$ cat src/rtl/store_buffer_ctrl.sv
// Store-buffer controller: accepts CPU stores into an external compare-capable FIFO,
// drains the head entry to memory over req/ack, answers load hazard lookups and sequences flushes.
module store_buffer_ctrl #(
    parameter int W_ADDR    = 32,
    parameter int W_DATA    = 32,
    parameter int C_DEPTH   = 4,
    parameter int C_TIMEOUT = 255
) (
    input  logic                     sClk_i,
    input  logic                     sRst_i,
    input  logic                     StoreValid_i,
    input  logic [W_ADDR-1:0]        StoreAddr_i,
    input  logic [W_DATA-1:0]        StoreData_i,
    output logic                     StoreReady_o,
    input  logic                     LoadValid_i,
    input  logic [W_ADDR-1:0]        LoadAddr_i,
    output logic                     Hazard_o,
    input  logic                     Flush_i,
    output logic                     FlushBusy_o,
    output logic                     FlushDone_o,
    output logic                     MemReq_o,
    output logic [W_ADDR-1:0]        MemAddr_o,
    output logic [W_DATA-1:0]        MemData_o,
    input  logic                     MemAck_i,
    output logic                     Error_o,
    output logic                     FifoWrite_o,
    output logic [W_ADDR+W_DATA-1:0] FifoWData_o,
    output logic                     FifoRead_o,
    output logic                     FifoCmpEn_o,
    output logic [W_ADDR-1:0]        FifoCmpData_o,
    input  logic                     FifoEmpty_i,
    input  logic                     FifoFull_i,
    input  logic [W_ADDR+W_DATA-1:0] FifoRData_i,
    input  logic [C_DEPTH-1:0]       FifoCmpRes_i
);

    localparam int W_CNT = $clog2(C_TIMEOUT + 1);
    localparam logic [W_CNT-1:0] TMO_MAX  = W_CNT'(C_TIMEOUT);
    localparam logic [W_CNT-1:0] TMO_LAST = W_CNT'(C_TIMEOUT - 1);

    typedef enum logic {
        S_IDLE = 1'b0,
        S_REQ  = 1'b1
    } state_t;

    state_t            state_reg, state_next;
    logic [W_CNT-1:0]  tmo_cnt_reg, tmo_cnt_next;
    logic              error_reg, error_next;
    logic              busy_reg, busy_next;
    logic              done_reg, done_next;
    logic [W_ADDR-1:0] mem_addr_reg, mem_addr_next;
    logic [W_DATA-1:0] mem_data_reg, mem_data_next;

    logic mem_req;
    logic fifo_read;
    logic store_ready;
    logic fifo_write;
    logic slot_hit;
    logic hazard;

    always_ff @(posedge sClk_i) begin
        if (sRst_i) begin
            state_reg    <= S_IDLE;
            tmo_cnt_reg  <= '0;
            error_reg    <= 1'b0;
            busy_reg     <= 1'b0;
            done_reg     <= 1'b0;
            mem_addr_reg <= '0;
            mem_data_reg <= '0;
        end else begin
            state_reg    <= state_next;
            tmo_cnt_reg  <= tmo_cnt_next;
            error_reg    <= error_next;
            busy_reg     <= busy_next;
            done_reg     <= done_next;
            mem_addr_reg <= mem_addr_next;
            mem_data_reg <= mem_data_next;
        end
    end

    always_comb begin
        state_next    = state_reg;
        tmo_cnt_next  = tmo_cnt_reg;
        error_next    = error_reg;
        busy_next     = busy_reg;
        done_next     = 1'b0;
        mem_addr_next = mem_addr_reg;
        mem_data_next = mem_data_reg;

        case (state_reg)
            S_IDLE: begin
                if (!FifoEmpty_i) begin
                    state_next    = S_REQ;
                    tmo_cnt_next  = '0;
                    mem_addr_next = FifoRData_i[W_ADDR+W_DATA-1 -: W_ADDR];
                    mem_data_next = FifoRData_i[W_DATA-1:0];
                end
            end
            S_REQ: begin
                if (MemAck_i) begin
                    state_next = S_IDLE;
                end else if (tmo_cnt_reg != TMO_MAX) begin
                    // Counter saturates; the request is kept alive after the error fires.
                    tmo_cnt_next = tmo_cnt_reg + 1'b1;
                    if (tmo_cnt_reg == TMO_LAST) begin
                        error_next = 1'b1;
                    end
                end
            end
            default: state_next = S_IDLE;
        endcase

        if (busy_reg && FifoEmpty_i && state_reg == S_IDLE) begin
            busy_next = 1'b0;
            done_next = 1'b1;
        end else if (Flush_i) begin
            busy_next = 1'b1;
        end
    end

    always_comb begin
        mem_req     = (state_reg == S_REQ);
        // Gate the pop during reset so an ack racing the reset never consumes an entry.
        fifo_read   = mem_req && MemAck_i && !sRst_i;
        store_ready = !busy_reg && (!FifoFull_i || fifo_read);
        fifo_write  = StoreValid_i && store_ready;
        slot_hit    = |FifoCmpRes_i;
        hazard      = LoadValid_i && (slot_hit || (fifo_write && (StoreAddr_i == LoadAddr_i)));
    end

    assign StoreReady_o  = store_ready;
    assign FifoWrite_o   = fifo_write;
    assign FifoWData_o   = {StoreAddr_i, StoreData_i};
    assign FifoRead_o    = fifo_read;
    assign FifoCmpEn_o   = LoadValid_i;
    assign FifoCmpData_o = LoadAddr_i;
    assign Hazard_o      = hazard;
    assign MemReq_o      = mem_req;
    assign MemAddr_o     = mem_addr_reg;
    assign MemData_o     = mem_data_reg;
    assign Error_o       = error_reg;
    assign FlushBusy_o   = busy_reg;
    assign FlushDone_o   = done_reg;

endmodule

$ cat config.mk
export PLATFORM = sky130hd
export DESIGN_NAME = store_buffer_ctrl
export DESIGN_NICKNAME = d
export VERILOG_FILES = /design/src/rtl/store_buffer_ctrl.sv
export SDC_FILE = /design/constraint.sdc
export NUM_CORES = 1
export LEC_CHECK = 0
export CAP_MARGIN = 10
export CORE_AREA = 2 2 131 133
export DETAILED_ROUTE_END_ITERATION = 6
export DIE_AREA = 0 0 133 135
export GPL_TIMING_DRIVEN = 1
export HOLD_SLACK_MARGIN = 0.1
export SYNTH_ARGS = -nofsm -noshare
export SYNTH_HDL_FRONTEND = slang
export SYNTH_SLANG_ARGS = --single-unit
export TNS_END_PERCENT = 100
$ cat constraint.sdc
create_clock -name sClk_i -period 4.66 [get_ports sClk_i]
set_clock_uncertainty 0.05 [all_clocks]
set_input_delay 0.699 -clock sClk_i [delete_from_list [all_inputs] [get_ports sClk_i]]
set_output_delay 0.699 -clock sClk_i [all_outputs]
set_load 0.02 [all_outputs]
==> flow_summary_export.csv, run 1 <==
group,metric,value,unit
status,run_status,"complete, no violations",
logic_synthesis,yosysSeqAreaShare,39.18,%
cells_and_area,relative_area_change_from_synthesis_to_final_layout,66.04,%
timing,timing.final.hold_violations,0,
routing,drt-pass1-iter-count,4,
routing,postRouteWirelength,14430,um
clock_network,tritoncts,"done",
logic_synthesis,netlist_instances,487,
timing,rsz0062_at_grt,"false",
cells_and_area,drive_gt1_share,4.381,%
power_and_ir_drop,leakage,0.002318,uW
placement,port_buffers,276,
die,initial_core_util,23.67,%
die,design.portCount,341,
setup_path,worst_path_max_delay_cell,"clkdlybuf4s50_1",
global_routing,grt_first_pass_wirelength,21420,um
cells_and_area,layout.cells.most_common_list,"275 x clkdlybuf4s50_1, 136 x nand2_1, 76 x dfxtp_1",
clock_network,cts.repair_timing.setup_buffer_count,0,
setup_path,critical_path.max_fanout,2,
global_routing,grt_start_max_net_pins,73,
clock_network,clock_sink_count,76,
global_routing,number_of_global_route_vias_before_repair,3840,
setup_path,critPathMaxStageDelay,0.62,ns
die,coreArea,16410,sq um
timing,final.hold.worst_slack,0.4045,ns
setup_path,worst-setup-path-type,"in2out",
die,floorplan.die_area,17960,sq um
routing,wl_per_cell,16.30,um
setup_path,cp.required,3.91,ns
placement,place_hpwl,11730,um
timing,slew_headroom,38.30,%
logic_synthesis,synthArstFlopShare,0,%
timing,fin_setup_tns,0,ns
placement,place_congestion,0.9430,
clock_network,clk_latency,0.33,ns
global_routing,antenna_found_initial,3,
timing,final-max-slew-violation-count,0,
timing,finalSetupViolations,0,
routing,drt-initial-drc-count,70,
routing,avgViaCountPerCell,4.255,
global_routing,groute.usage.overall,15.49,%
clock_network,hold_fix_buffer_count_after_cts,0,
logic_synthesis,avgSynthCellArea,7.975,sq um
logic_synthesis,synth_top_area_share,39.18,%
timing,fmax,0.2612,GHz
timing,fin_crit,3.829,ns
clock_network,tritoncts.num_buffers,9,
logic_synthesis,synth_ff_type,"dfxtp_1",
logic_synthesis,synth_edf_count,0,
clock_network,clock_tree.root_cell,"clkbuf_16",
setup_path,worst_ep_arrival_time,3.08,ns
cells_and_area,mostFrequentLayoutCell,"clkdlybuf4s50_1",
run,count_of_maximum_capacitance_violations,0,
clock_network,max-clock-path-buffers,2,
logic_synthesis,synth.ff_latch_count,76,
worst_hold_path,class_of_the_worst_hold_path,"reg2reg",
setup_path,path_delay_family,"buffers and inverters",
cells_and_area,number_of_nets_in_the_final_layout,831,
power_and_ir_drop,powerDensity,300.7,nW/um^2
logic_synthesis,syn-num-nets,661,
routing,detailroute.via_count,3766,
logic_synthesis,netlist-cell-type-count,33,
logic_synthesis,synth.yosys.warnings,0,
clock_network,cts.htree.levels,3,
setup_path,timing.critical_path.cells,"clkdlybuf4s50_1 > xnor2_1 > nand4_1 > nor4_1 > nand4_1 > o21ai_0 > clkdlybuf4s50_1",
logic_synthesis,post_synth_main_area_contributors,"dfxtp_1 39%, buf_4 19%, nand2_1 13%",
setup_path,worst_setup_path_start_kind,"primary input",
clock_network,clk_pin_slew_worst_paths,0.06,ns
die,row_count,47,
logic_synthesis,netlist_area_before_placement,3884,sq um
clock_network,post_cts.resized_instances,0,
setup_path,timing.critical_path.buf_inv,2,
setup_path,worst_setup_path_end_kind,"primary output",
logic_synthesis,synth.largest_area_cell,"dfxtp_1",
timing,post-route-period-util,82.17,%
routing,drc,0,
routing,detail-route-antenna-nets,0,
global_routing,total_overflow_reported_by_the_global_router,0,
power_and_ir_drop,ir_worst_vdd,0.1930,mV
timing,max_slew.worst_pin.slew,0.9255,ns
die,floorplan.die.width,133,um
die,die_h,135,um
==> final timing paths <==
kind / depth (start not counted) / slack [ns] / start / to
max reg2reg: 4 / 2.62 / MemReq_o$_SDFF_PP0_ / MemAddr_o[9]$_SDFFE_PP0P_
max: 7 / 0.83 / LoadAddr_i[31] / Hazard_o
min reg2reg: 2 / 0.40 / MemAddr_o[29]$_SDFFE_PP0P_ / MemAddr_o[29]$_SDFFE_PP0P_
min: 2 / 0.40 / MemAddr_o[29]$_SDFFE_PP0P_ / MemAddr_o[29]$_SDFFE_PP0P_
==> cell families (layout without fill, tap and decap cells) <==
logic type	after synthesis	in the layout	synth area share, %
adder cells (fa/ha/maj)	2	2	0.6442
flip-flops	76	76	39.18
multiplexers	1	1	0.2899
AO/OA/AOI/OAI	75	75	10.53
XOR/XNOR	36	36	8.119
other	0	3	0
buffers and inverters	122	297	21.58
AND/OR/NAND/NOR	175	175	19.65
==> routing by layer <==
layer	up-vias	share of wire (%)	wire length [um]	GRT usage (%)
li1	1825	-	-	-
met1	1725	35	5028	14.85
met2	196	51	7420	28.87
met3	20	11	1543	6.644
met4	0	3.0	435	6.810
met5	-	0	0	0
==> synthesized netlist by cell type (all sizes together), types with 2 or more instances <==
master,count
buf,105
nand2,136
nand3,3
o21ai,3
a21oi,67
nand2b,2
and4,2
nor4,4
xor2,15
xnor2,21
inv,2
ha,2
nor2,12
a311oi,3
dfxtp,76
clkbuf,15
nand4,8
==> cell type report <==
| type | count | area [sq um] |
|---|---|---|
| flip-flops and latches | 76 | 1521 |
| repair buffers | 279 | 2780 |
| multi-input cells | 289 | 1531 |
| well taps | 220 | 275.3 |
| clock buffers | 10 | 239.0 |
| diodes | 3 | 7.507 |
| inverters | 2 | 7.507 |
| fillers | 1643 | 9958 |
| clock inverters | 6 | 86.33 |
==> metrics by stage <==
| stage | instances | utilization, % | power (uW) | area [sq um] | worst slack, ns |
|---|---|---|---|---|---|
| after floorplan | 487 | - | 986.1 | 3884 | 1.961 |
| after global placement | 866 | 37.28 | 1195 | 6116 | 0.8431 |
| after detailed placement | 866 | 37.28 | 1201 | 6116 | 0.7859 |
| after CTS | 882 | 39.26 | 1968 | 6441 | 0.7855 |
| after global routing | 885 | 39.30 | 2028 | 6449 | 0.7417 |
| final | 885 | 39.30 | 1939 | 6449 | 0.8309 |
==> report_power, final <==
group	total [uW]	internal, uW	switching, uW
registers	706	685	20.0
clock network	757	483	273
logic	477	252	225
==> worst min-delay path: cells and delay by family, from the launching register on <==
kind / cells / cell delay [ns]
flops: 1 / 0.31
simple gates: 1 / 0.05
compound gates: 1 / 0.05
(Power assumes the default switching activity.)
==> run 2, diff against run 1 <==
Clock period 4.66 ns to 3.95 ns, I/O delays scaled along.
==> run 2 against run 1 <==
Against the previous run:
- final area shrank 0.43%
- hold slack barely moved
- combinational power rose by 18%
- clock-buffer cell count grew 1
- sequential cell count stayed put
- sequential share of layout area up 0.10 points
- power is 14% higher
- non-clock buffer count rose by 1
- sequential power increased by 18%
- clock power is 7.9% higher
- routed wire length grew 0.27%
- highest routed layer is now met5
==> flow_summary_export.csv, run 2 (same netlist as run 1, synthesis figures left out) <==
group,metric,value,unit
status,run_status,"complete, no violations",
timing,slew_headroom,47.96,%
routing,avgViaCountPerCell,4.219,
timing,finalSetupViolations,0,
worst_hold_path,class_of_the_worst_hold_path,"reg2reg",
cells_and_area,layout.filler_cells,1630,
placement,place_congestion,0.9461,
clock_network,max-clock-path-buffers,2,
die,row_count,47,
power_and_ir_drop,power.internal,1610,uW
global_routing,groute.usage.overall,15.67,%
clock_network,clk_pin_slew_worst_paths,0.06,ns
setup_path,worst_setup_path_start_kind,"primary input",
cells_and_area,number_of_nets_in_the_final_layout,832,
cells_and_area,relative_area_change_from_synthesis_to_final_layout,65.34,%
timing,fmax,0.2785,GHz
clock_network,clock_sink_count,76,
die,initial_core_util,23.67,%
placement,place_hpwl,11890,um
cells_and_area,layout.cells.most_common_list,"275 x clkdlybuf4s50_1, 136 x nand2_1, 76 x dfxtp_1",
power_and_ir_drop,pwr-share-seq,37.6,%
routing,drc,0,
clock_network,hold_fix_buffer_count_after_cts,0,
power_and_ir_drop,power_switching,603.9,uW
setup_path,critical_path.reg2reg.startpoint,"MemReq_o$_SDFF_PP0_",
cells_and_area,drive_gt1_share,4.230,%
power_and_ir_drop,ir_worst_vdd,0.2083,mV
cells_and_area,postLayoutCellArea,6421,sq um
worst_hold_path,min_delay_path_depth,2,
routing,drt-pass1-iter-count,4,
power_and_ir_drop,leakage,0.002302,uW
routing,wl_per_cell,16.37,um
clock_network,clock_tree.root_cell,"clkbuf_16",
cells_and_area,mostFrequentLayoutCell,"clkdlybuf4s50_1",
placement,dpl-instance-area,6123,sq um
timing,final-max-slew-violation-count,0,
clock_network,cts.repair_timing.setup_buffer_count,0,
die,floorplan.die_area,17960,sq um
routing,postRouteWirelength,14470,um
setup_path,cp.required,3.31,ns
setup_path,r2r_setup_slack,2.03,ns
die,design.portCount,341,
setup_path,worst_ep_arrival_time,2.95,ns
die,die_h,135,um
power_and_ir_drop,powerDensity,344.8,nW/um^2
setup_path,worst-setup-path-type,"in2out",
power_and_ir_drop,combinational_fraction_of_design_power,25.5,%
clock_network,tritoncts.num_buffers,9,
setup_path,worstRegToRegCells,4,
timing,fin_setup_tns,0,ns
global_routing,grt_start_max_net_pins,73,
timing,post-route-period-util,90.90,%
clock_network,tritoncts,"done",
setup_path,worst_r2r_endpoint,"MemData_o[0]$_SDFFE_PP0P_",
timing,max_slew.worst_pin.slew,0.7806,ns
die,floorplan.die.width,133,um
routing,detailroute.via_count,3730,
power_and_ir_drop,power.clock.fraction,36.9,%
die,coreArea,16410,sq um
setup_path,critical_path.max_fanout,2,
timing,rsz0062_at_grt,"false",
placement,port_buffers,276,
clock_network,clk_latency,0.32,ns
cells_and_area,multi_input_area,1531,sq um
global_routing,number_of_global_route_vias_before_repair,3945,
power_and_ir_drop,p_sw_share,27.28,%
worst_hold_path,worst_hold_startpoint,"MemAddr_o[29]$_SDFFE_PP0P_",
timing,timing.final.hold_violations,0,
timing,fin_crit,3.591,ns
setup_path,timing.critical_path.from,"LoadAddr_i[31]",
setup_path,worst_setup_path_end_kind,"primary output",
global_routing,total_overflow_reported_by_the_global_router,0,
routing,drt-initial-drc-count,56,
global_routing,grt_first_pass_wirelength,21620,um
run,count_of_maximum_capacitance_violations,0,
clock_network,cts.htree.levels,3,
cells_and_area,seq_area,1521,sq um
routing,detail-route-antenna-nets,0,
clock_network,post_cts.resized_instances,0,
global_routing,antenna_found_initial,3,
worst_hold_path,worst_hold_path.endpoint,"MemAddr_o[29]$_SDFFE_PP0P_",
[run 2: worst max path at each step]
stage | end
floorplan | Hazard_o
global placement | Hazard_o
detailed placement | Hazard_o
CTS | Hazard_o
global route | Hazard_o
finish | Hazard_o
[run 2: stage by stage]
stage | hold slack (ns) | setup slack, ns | cells | total power [uW] | utilization [%]
floorplan | 0.4517 | 1.464 | 487 | 1163 | -
global placement | 0.3912 | 0.3426 | 867 | 1411 | 37.32
detailed placement | 0.3978 | 0.3442 | 867 | 1418 | 37.32
CTS | 0.4059 | 0.3323 | 882 | 2250 | 39.11
global route | 0.4229 | 0.2474 | 884 | 2316 | 39.14
finish | 0.4043 | 0.3595 | 884 | 2214 | 39.14
[run 2: worst max-delay path, cell delays in order]
cell,delay [ns]
clkdlybuf4s50_1,0.44
xnor2_1,0.32
nand4_1,0.16
nor4_1,0.40
nand4_1,0.21
o21ai_0,0.20
clkdlybuf4s50_1,0.63
[run 2: layout make-up]
class / count / share of cell area, %
timing repair buffer: 280 / 43.41
inverter: 2 / 0.1169
multi-input combinational: 289 / 23.85
sequential: 76 / 23.69
tap: 220 / 4.287
clock inverter: 4 / 0.7794
antenna: 2 / 0.07794
clock buffer: 11 / 3.780
[run 2: power by group through the flow]
stage	clock network [uW]	registers [uW]	logic, uW
after global routing	876	837	602
final	817	832	565
after CTS	846	833	571
after floorplan	0	896	267
after global placement	0	847	564
after detailed placement	0	849	569
[run 2: layer usage]
layer	up-vias	share of wire [%]	global-route usage [%]
li1	1822	-	-
met1	1703	35	15.20
met3	14	9.8	6.231
met2	189	53	29.94
met5	-	0.090	0
met4	2	1.8	5.675
